## config.mk

```make
export PLATFORM = sky130hd
export DESIGN_NAME = pipelined_mux_tree_flat
export DESIGN_NICKNAME = d
export VERILOG_FILES = /design/src/rtl/mux_tree_pkg.sv /design/src/rtl/pipelined_mux_tree_if.sv /design/src/rtl/mux_tree_stage.sv /design/src/rtl/pipelined_mux_tree.sv /design/src/flat_wrapper.sv
export SDC_FILE = /design/constraint.sdc
export NUM_CORES = 1
export LEC_CHECK = 0
export ABC_AREA = 1
export BUFFER_PORTS_ARGS = -buffer_cell sky130_fd_sc_hd__buf_2
export CAP_MARGIN = 20
export CELL_PAD_IN_SITES_DETAIL_PLACEMENT = 1
export CELL_PAD_IN_SITES_GLOBAL_PLACEMENT = 1
export CORE_MARGIN = 2
export CORE_UTILIZATION = 42
export DETAILED_ROUTE_END_ITERATION = 16
export PLACE_DENSITY = 0.84
export SYNTH_ARGS = -nofsm -noshare
export SYNTH_HDL_FRONTEND = slang
export SYNTH_SLANG_ARGS = --single-unit
```

## constraint.sdc

```tcl
create_clock -name clk -period 1.7 [get_ports clk]
set_clock_uncertainty 0.05 [all_clocks]
set_input_delay 0.17 -clock clk [delete_from_list [all_inputs] [get_ports clk]]
set_output_delay 0.17 -clock clk [all_outputs]
set_load 0.02 [all_outputs]
```

## src/rtl/mux_tree_pkg.sv

```systemverilog
// -----------------------------------------------------------------------------
// mux_tree_pkg
// Shared helpers for the pipelined mux tree. They turn the user parameters
// (number of sources, tree levels per register stage) into the derived sizes
// that the interface, the top and every stage slice must agree on.
//   selWidth      : select width, $clog2 of the source count
//   paddedInputs  : source count rounded up to the next power of two
//   treeLatency   : number of register stages, ceil(levels / stageLevels)
//   levelsInStage : how many 2:1 levels a given stage resolves
// There are no ports; this file only holds constant functions.
// -----------------------------------------------------------------------------
package mux_tree_pkg;

    // A single source still needs one select bit so that the vectors are legal.
    function automatic int selWidth(input int inputs);
        return (inputs < 2) ? 1 : $clog2(inputs);
    endfunction

    function automatic int paddedInputs(input int inputs);
        return 1 << selWidth(inputs);
    endfunction

    function automatic int treeLatency(input int inputs, input int stageLevels);
        return (selWidth(inputs) + stageLevels - 1) / stageLevels;
    endfunction

    // The last stage may resolve fewer levels than the others.
    function automatic int levelsInStage(input int inputs, input int stageLevels, input int stage);
        int remaining;
        remaining = selWidth(inputs) - stage * stageLevels;
        return (remaining < stageLevels) ? remaining : stageLevels;
    endfunction

endpackage

```

## src/rtl/pipelined_mux_tree_if.sv

```systemverilog
// -----------------------------------------------------------------------------
// pipelined_mux_tree_if
// Bundles the streaming handshake and data signals of the pipelined mux tree.
//   in_data   : INPUTS*WIDTH source bus, source i at [i*WIDTH +: WIDTH]
//   sel       : requested source index (ignored while scan_en is high)
//   scan_en   : let the internal round-robin counter pick the source
//   in_valid  : producer offers a beat
//   in_ready  : mux tree accepts the beat this cycle
//   out_data  : selected word
//   out_sel   : select value that produced out_data
//   out_oor   : select pointed past the last real source, out_data is zero
//   out_valid : output beat present
//   out_ready : consumer takes the output beat this cycle
// Modports: master = producer/consumer side, slave = the mux tree.
// -----------------------------------------------------------------------------
interface pipelined_mux_tree_if #(
    parameter int INPUTS = 6,
    parameter int WIDTH  = 8
);
    import mux_tree_pkg::*;

    localparam int SELW = selWidth(INPUTS);

    logic [INPUTS*WIDTH-1:0] in_data;
    logic [SELW-1:0]         sel;
    logic                    scan_en;
    logic                    in_valid;
    logic                    in_ready;
    logic [WIDTH-1:0]        out_data;
    logic [SELW-1:0]         out_sel;
    logic                    out_oor;
    logic                    out_valid;
    logic                    out_ready;

    modport master (
        output in_data, sel, scan_en, in_valid, out_ready,
        input  in_ready, out_data, out_sel, out_oor, out_valid
    );

    modport slave (
        input  in_data, sel, scan_en, in_valid, out_ready,
        output in_ready, out_data, out_sel, out_oor, out_valid
    );
endinterface

```

## src/rtl/mux_tree_stage.sv

```systemverilog
// -----------------------------------------------------------------------------
// mux_tree_stage
// One pipeline slice of the mux tree: LEVELS_HERE combinational 2:1 levels
// followed by a payload register with a valid bit and a pass-through ready.
// Tree level l (global FIRST_LEVEL + l) is steered by that bit of the full
// select, which travels alongside the data as out_sel.
// Ports:
//   clk, rst_n  : clock, asynchronous active-low reset
//   inValid_i   : upstream beat present
//   inReady_o   : this slice can load this cycle
//   inData_i    : IN_WAYS words still to be reduced
//   inSel_i     : full select of the beat
//   inOor_i     : beat selected a padding source
//   outValid_o  : this slice holds a beat
//   adv_i       : downstream can take the held beat this cycle
//   outData_o   : IN_WAYS >> LEVELS_HERE words after this slice
//   outSel_o    : registered select
//   outOor_o    : registered out-of-range flag
// -----------------------------------------------------------------------------
module mux_tree_stage #(
    parameter int IN_WAYS     = 8,
    parameter int LEVELS_HERE = 1,
    parameter int WIDTH       = 8,
    parameter int SELW        = 3,
    parameter int FIRST_LEVEL = 0
) (
    input  logic                                    clk,
    input  logic                                    rst_n,
    input  logic                                    inValid_i,
    output logic                                    inReady_o,
    input  logic [IN_WAYS*WIDTH-1:0]                inData_i,
    input  logic [SELW-1:0]                         inSel_i,
    input  logic                                    inOor_i,
    output logic                                    outValid_o,
    input  logic                                    adv_i,
    output logic [(IN_WAYS>>LEVELS_HERE)*WIDTH-1:0] outData_o,
    output logic [SELW-1:0]                         outSel_o,
    output logic                                    outOor_o
);
    localparam int OUT_WAYS = IN_WAYS >> LEVELS_HERE;

    typedef struct packed {
        logic [OUT_WAYS*WIDTH-1:0] data;
        logic [SELW-1:0]           outSel;
        logic                      oor;
    } payload_t;

    logic [WIDTH-1:0] levelData [LEVELS_HERE+1][IN_WAYS];
    payload_t         payload_d;
    payload_t         payload_q;
    logic             valid_q;
    logic             load;

    // Reduce the incoming words level by level. Level l pairs neighbours
    // (2w, 2w+1) and keeps the odd one when its select bit is set. Entries a
    // level no longer uses are parked at zero.
    always_comb begin
        for (int l = 0; l <= LEVELS_HERE; l++) begin
            for (int w = 0; w < IN_WAYS; w++) begin
                levelData[l][w] = '0;
            end
        end
        for (int w = 0; w < IN_WAYS; w++) begin
            levelData[0][w] = inData_i[w*WIDTH +: WIDTH];
        end
        for (int l = 0; l < LEVELS_HERE; l++) begin
            for (int w = 0; w < IN_WAYS / 2; w++) begin
                if (w < (IN_WAYS >> (l + 1))) begin
                    levelData[l+1][w] = inSel_i[FIRST_LEVEL+l] ? levelData[l][2*w+1]
                                                               : levelData[l][2*w];
                end
            end
        end
        payload_d.data = '0;
        for (int w = 0; w < OUT_WAYS; w++) begin
            payload_d.data[w*WIDTH +: WIDTH] = levelData[LEVELS_HERE][w];
        end
        payload_d.outSel = inSel_i;
        payload_d.oor    = inOor_i;
    end

    // The slice may load whenever it is empty or its beat leaves this cycle;
    // that same condition is the ready seen upstream, so the chain has no
    // bubbles at full rate.
    assign load      = !valid_q || adv_i;
    assign inReady_o = load;

    // Payload register. When loading an empty slot the old payload is kept so
    // outputs do not wiggle while nothing valid is presented.
    always_ff @(posedge clk or negedge rst_n) begin
        if (!rst_n) begin
            valid_q   <= 1'b0;
            payload_q <= '0;
        end else if (load) begin
            valid_q <= inValid_i;
            if (inValid_i) begin
                payload_q <= payload_d;
            end
        end
    end

    assign outValid_o = valid_q;
    assign outData_o  = payload_q.data;
    assign outSel_o   = payload_q.outSel;
    assign outOor_o   = payload_q.oor;

endmodule

```

## src/rtl/pipelined_mux_tree.sv

```systemverilog
// -----------------------------------------------------------------------------
// pipelined_mux_tree
// Pipelined N:1 word selector. The source bus is zero-padded to a power of
// two and reduced by a binary 2:1 tree, with a register slice after every
// STAGE_LEVELS levels. A valid/ready handshake gives back-pressure and an
// optional scan mode sweeps the select round-robin over the real sources.
// Ports:
//   clk    : clock, rising edge
//   rst_n  : asynchronous active-low reset
//   bus    : pipelined_mux_tree_if slave modport (in_data, sel, scan_en,
//            in_valid/in_ready, out_data, out_sel, out_oor,
//            out_valid/out_ready)
// -----------------------------------------------------------------------------
module pipelined_mux_tree
    import mux_tree_pkg::*;
#(
    parameter int INPUTS       = 6,
    parameter int WIDTH        = 8,
    parameter int STAGE_LEVELS = 1
) (
    input  logic                 clk,
    input  logic                 rst_n,
    pipelined_mux_tree_if.slave  bus
);
    localparam int SELW = selWidth(INPUTS);
    localparam int PAD  = paddedInputs(INPUTS);
    localparam int LAT  = treeLatency(INPUTS, STAGE_LEVELS);

    localparam logic [SELW:0]   INPUTS_W = (SELW+1)'(INPUTS);
    localparam logic [SELW-1:0] LAST_IDX = SELW'(INPUTS - 1);

    logic [PAD*WIDTH-1:0] paddedData;
    logic [SELW-1:0]      scanCnt_q;
    logic [SELW-1:0]      scanCnt_d;
    logic [SELW-1:0]      effSel;
    logic                 effOor;
    logic                 accept;

    logic                 validChain [LAT+1];
    logic                 readyChain [LAT+1];
    logic [SELW-1:0]      selChain   [LAT+1];
    logic                 oorChain   [LAT+1];

    // Padding sources read as zero, which is what makes an out-of-range
    // select produce zero data without a separate data mask.
    always_comb begin
        paddedData                     = '0;
        paddedData[INPUTS*WIDTH-1:0]   = bus.in_data;
    end

    // The effective select is resolved here so scan_en changes take effect
    // on this cycle's acceptance, and the flag rides with the beat.
    always_comb begin
        effSel = bus.scan_en ? scanCnt_q : bus.sel;
        effOor = ({1'b0, effSel} >= INPUTS_W);
    end

    assign accept = bus.in_valid && readyChain[0];

    // Sweep counter: advances only on accepted beats in scan mode and wraps
    // at the last real source so it never lands on padding.
    always_comb begin
        scanCnt_d = scanCnt_q;
        if (accept && bus.scan_en) begin
            scanCnt_d = (scanCnt_q == LAST_IDX) ? '0 : scanCnt_q + 1'b1;
        end
    end

    // Sweep counter register.
    always_ff @(posedge clk or negedge rst_n) begin
        if (!rst_n) begin
            scanCnt_q <= '0;
        end else begin
            scanCnt_q <= scanCnt_d;
        end
    end

    assign validChain[0]   = bus.in_valid;
    assign selChain[0]     = effSel;
    assign oorChain[0]     = effOor;
    assign readyChain[LAT] = bus.out_ready;
    assign bus.in_ready    = readyChain[0];

    // Each slice k sees the words still left after k*STAGE_LEVELS levels and
    // hands its reduced set to slice k+1.
    for (genvar k = 0; k < LAT; k++) begin : g_stage
        localparam int IN_W  = PAD >> (k * STAGE_LEVELS);
        localparam int LV    = levelsInStage(INPUTS, STAGE_LEVELS, k);
        localparam int OUT_W = IN_W >> LV;

        logic [IN_W*WIDTH-1:0]  stageIn;
        logic [OUT_W*WIDTH-1:0] stageOut;

        if (k == 0) begin : g_first
            assign stageIn = paddedData;
        end else begin : g_next
            assign stageIn = g_stage[k-1].stageOut;
        end

        mux_tree_stage #(
            .IN_WAYS     (IN_W),
            .LEVELS_HERE (LV),
            .WIDTH       (WIDTH),
            .SELW        (SELW),
            .FIRST_LEVEL (k * STAGE_LEVELS)
        ) u_stage (
            .clk        (clk),
            .rst_n      (rst_n),
            .inValid_i  (validChain[k]),
            .inReady_o  (readyChain[k]),
            .inData_i   (stageIn),
            .inSel_i    (selChain[k]),
            .inOor_i    (oorChain[k]),
            .outValid_o (validChain[k+1]),
            .adv_i      (readyChain[k+1]),
            .outData_o  (stageOut),
            .outSel_o   (selChain[k+1]),
            .outOor_o   (oorChain[k+1])
        );
    end

    assign bus.out_data  = g_stage[LAT-1].stageOut;
    assign bus.out_valid = validChain[LAT];
    assign bus.out_sel   = selChain[LAT];
    assign bus.out_oor   = oorChain[LAT];

endmodule

```

## src/flat_wrapper.sv

```systemverilog
// flat-port wrapper written by rule: the top's interface ports become plain ports
module pipelined_mux_tree_flat import mux_tree_pkg::*;
#(
    parameter int INPUTS       = 6,
    parameter int WIDTH        = 8,
    parameter int STAGE_LEVELS = 1
)
  (clk, rst_n, bus_in_data, bus_sel, bus_scan_en, bus_in_valid, bus_out_ready, bus_in_ready, bus_out_data, bus_out_sel, bus_out_oor, bus_out_valid);
  pipelined_mux_tree_if #(.INPUTS(INPUTS), .WIDTH(WIDTH)) bus_i ();
  input  logic clk;
  input  logic rst_n;
  input wire logic [$bits(bus_i.in_data)-1:0] bus_in_data;
  input wire logic [$bits(bus_i.sel)-1:0] bus_sel;
  input wire logic [$bits(bus_i.scan_en)-1:0] bus_scan_en;
  input wire logic [$bits(bus_i.in_valid)-1:0] bus_in_valid;
  input wire logic [$bits(bus_i.out_ready)-1:0] bus_out_ready;
  output wire logic [$bits(bus_i.in_ready)-1:0] bus_in_ready;
  output wire logic [$bits(bus_i.out_data)-1:0] bus_out_data;
  output wire logic [$bits(bus_i.out_sel)-1:0] bus_out_sel;
  output wire logic [$bits(bus_i.out_oor)-1:0] bus_out_oor;
  output wire logic [$bits(bus_i.out_valid)-1:0] bus_out_valid;
  assign bus_i.in_data = bus_in_data;
  assign bus_i.sel = bus_sel;
  assign bus_i.scan_en = bus_scan_en;
  assign bus_i.in_valid = bus_in_valid;
  assign bus_i.out_ready = bus_out_ready;
  assign bus_in_ready = bus_i.in_ready;
  assign bus_out_data = bus_i.out_data;
  assign bus_out_sel = bus_i.out_sel;
  assign bus_out_oor = bus_i.out_oor;
  assign bus_out_valid = bus_i.out_valid;
  pipelined_mux_tree #(.INPUTS(INPUTS), .WIDTH(WIDTH), .STAGE_LEVELS(STAGE_LEVELS)) u_core (.clk(clk), .rst_n(rst_n), .bus(bus_i));
endmodule
```

==> out/qor.yml <==
synth:
  synth.avg_cell_area_um2: 7.661
  synth_nets: 464
  synthCells: 408
  ys_types: 20
  synthesis.area_um2: 3125
  synth_warnings: 0
  yosysSeqAreaShare_pct: 52.84
  synth_seq_cells: 66
global_route:
  track_usage_pct: 19.61
  overflow: 0
  first_global_vias: 2821
  grt_max_degree: 67
  grt_antenna_before_repair: 0
  grt_pass1_wl_um: 12870
timing:
  maxSlewViolCount: 0
  hold_slack_ns: 0.06584
  hold_violations: 0
  slew_headroom_pct: 60.83
  setup_viol: 0
  fmax_mhz: 699.9
  worstMarginPinSlew_ns: 0.5876
  min_period_over_period_pct: 84.05
  fin_crit_ns: 1.429
  tns_ns: 0
  rsz0062_at_grt: "no"
critical_path:
  critical_path_class: "flop to primary output"
  critPathCaptureType: "primary output"
  crit_chain: "nand4_4 > buf_2"
  cp_data_required_time_ns: 1.48
  slowest_delay_ns: 0.44
  cpMaxStageDelayCell: "dfrtp_1"
  startpoint_type: "flop"
  arrival_ns: 1.21
  cp_max_fo: 7
place:
  io_buffers: 69
  dp_hpwl_um: 5369
  gp_congestion: 0.7759
drt:
  wirelength_um: 7487
  wl_per_cell_um: 12.93
  drtIter0Drc: 107
  via_per_inst: 4.725
  num_vias: 2736
  drc_errors: 0
  dr.pass1.iters: 4
  drtAntennaViolNets: 0
finish:
  final_nets: 531
  regArea_um2: 1652
  drive_gt1_share_pct: 20.21
  multi_input_area_um2: 1216
  antenna_cells: 0
  syn_to_final_growth_pct: 19.98
  fill_cells: 972
floorplanning:
  die-area_um2: 8148
  core_um2: 7214
  io_pins: 70
  start_util_pct: 43.32
  row_count: 31
  die_x_um: 90.27
  dieHeight_um: 90.27
run:
  maxCapViolations: 0
cts:
  clock_path_buffers: 2
  cts_tree: "yes"
  root_buffer: "clkbuf_8"
  cts_buffers: 9
  htreeDepth: 3
  clk_pin_slew_ns: 0.07
  cts_sinks: 66
  cts_resized: 0
  clk_latency_ns: 0.34
power:
  power_w: 0.005698
  p_per_area_nw_per_um2: 1519
  vdd_drop_max_uv: 529.6
  p_leak_nw: 2.115
run_status:
  status: "complete, no violations"
hold_path:
  hold_class: "input port to flop"
logic make-up after synthesis:
logic type	share of synthesized area [%]
simple gates	32.03
buf+inv	8.246
compound gates	6.885
flops	52.84
through the flow:
stage / std cells / util [%] / instance area [um^2] / worst slack [ns]
floorplan: 408 / - / 3126 / 0.3778
global placement: 562 / 48.34 / 3487 / 0.3475
detailed placement: 562 / 48.34 / 3487 / 0.2790
CTS: 579 / 51.98 / 3750 / 0.2511
global route: 579 / 51.98 / 3750 / 0.1448
finish: 579 / 51.98 / 3750 / 0.2712
flip-flops by register name, summed over array words and instances, names as in the netlist:
signal and count:
u_core.g_stage.u_stage.outData_o 48, u_core.g_stage.u_stage.outSel_o 9, u_core.g_stage.u_stage.outOor_o 3, u_core.g_stage.u_stage.outValid_o 3
u_core.scanCnt_q 3
path summary, 6_finish.rpt:
path / startpoint / end / slack (ns) / depth (start not counted)
setup / recovery: u_core.g_stage[2].u_stage.outValid_o / bus_in_ready / 0.27 / 2
hold reg to reg: u_core.g_stage[0].u_stage.outData_o[20] / u_core.g_stage[1].u_stage.outData_o[12] / 0.43 / 2
max in group asynchronous: rst_n / u_core.g_stage[0].u_stage.outData_o[9] / 0.98 / 3
hold / removal: bus_in_data[20] / u_core.g_stage[0].u_stage.outData_o[12] / 0.07 / 5
setup reg to reg: u_core.g_stage[2].u_stage.outValid_o / u_core.g_stage[1].u_stage.outData_o[2] / 0.27 / 5
min in group asynchronous: rst_n / u_core.g_stage[2].u_stage.outData_o[3] / 0.31 / 3
worst max-delay path, delay by kind of cell (launching register included):
kind                   cells  cell delay (ns)
AND/OR/NAND/NOR            1             0.21
buffers and inverters      1             0.22
flip-flops                 1             0.44
Yosys cell counts, drive strengths merged:
master	number	area, um^2
buf	17	146.4
clkinv	1	3.750
inv	27	103.9
o21ai	42	210.2
nand3	2	10.01
clkbuf	1	3.750
nand2	245	937.2
nor2	1	6.260
dfrtp	66	1652
nand4	4	40.04
nand3b	1	7.510
a21oi	1	5.000
layout by cell type, fill, tap and decap left out, drive strengths merged:
cell,instances
nand2,245
buf,73
dfrtp,66
o21ai,42
inv,27
clkbuf,12
nand4,4
bufinv,3
nand3,2
nor2,1
a21oi,1
clkinv,1
nand3b,1
clkinvlp,1
dlygate4sd3,1
final cells by class:
cell class	count	share of cell area [%]
flip-flops and latches	66	44.04
multi-input cells	296	32.43
repair buffers	74	10.61
clock buffers	12	4.137
well taps	99	3.303
inverters	28	2.870
clock inverters	4	2.603
power by group:
group          switching (W)  internal [W]
Combinational        0.00109      0.000554
Clock               0.000605       0.00106
Sequential          0.000312       0.00208
layer usage:
metal,up-vias,part of all wire [%],GRT usage [%],wire (um)
met5,-,0,0,0
met4,0,1.6,7.308,120
met3,8,3.5,3.840,260
met2,59,48,32.46,3606
met1,1289,47,25.66,3500
li1,1380,-,-,-
what timing repair did:
item | CTS | global route
hold buffers | 1 | 0
endpoints found under the hold margin | 66 | 0
buffers inserted | 0 | 0
setup endpoints to repair | 0 | 0
Note: power is estimated with default switching activity, not from simulation.
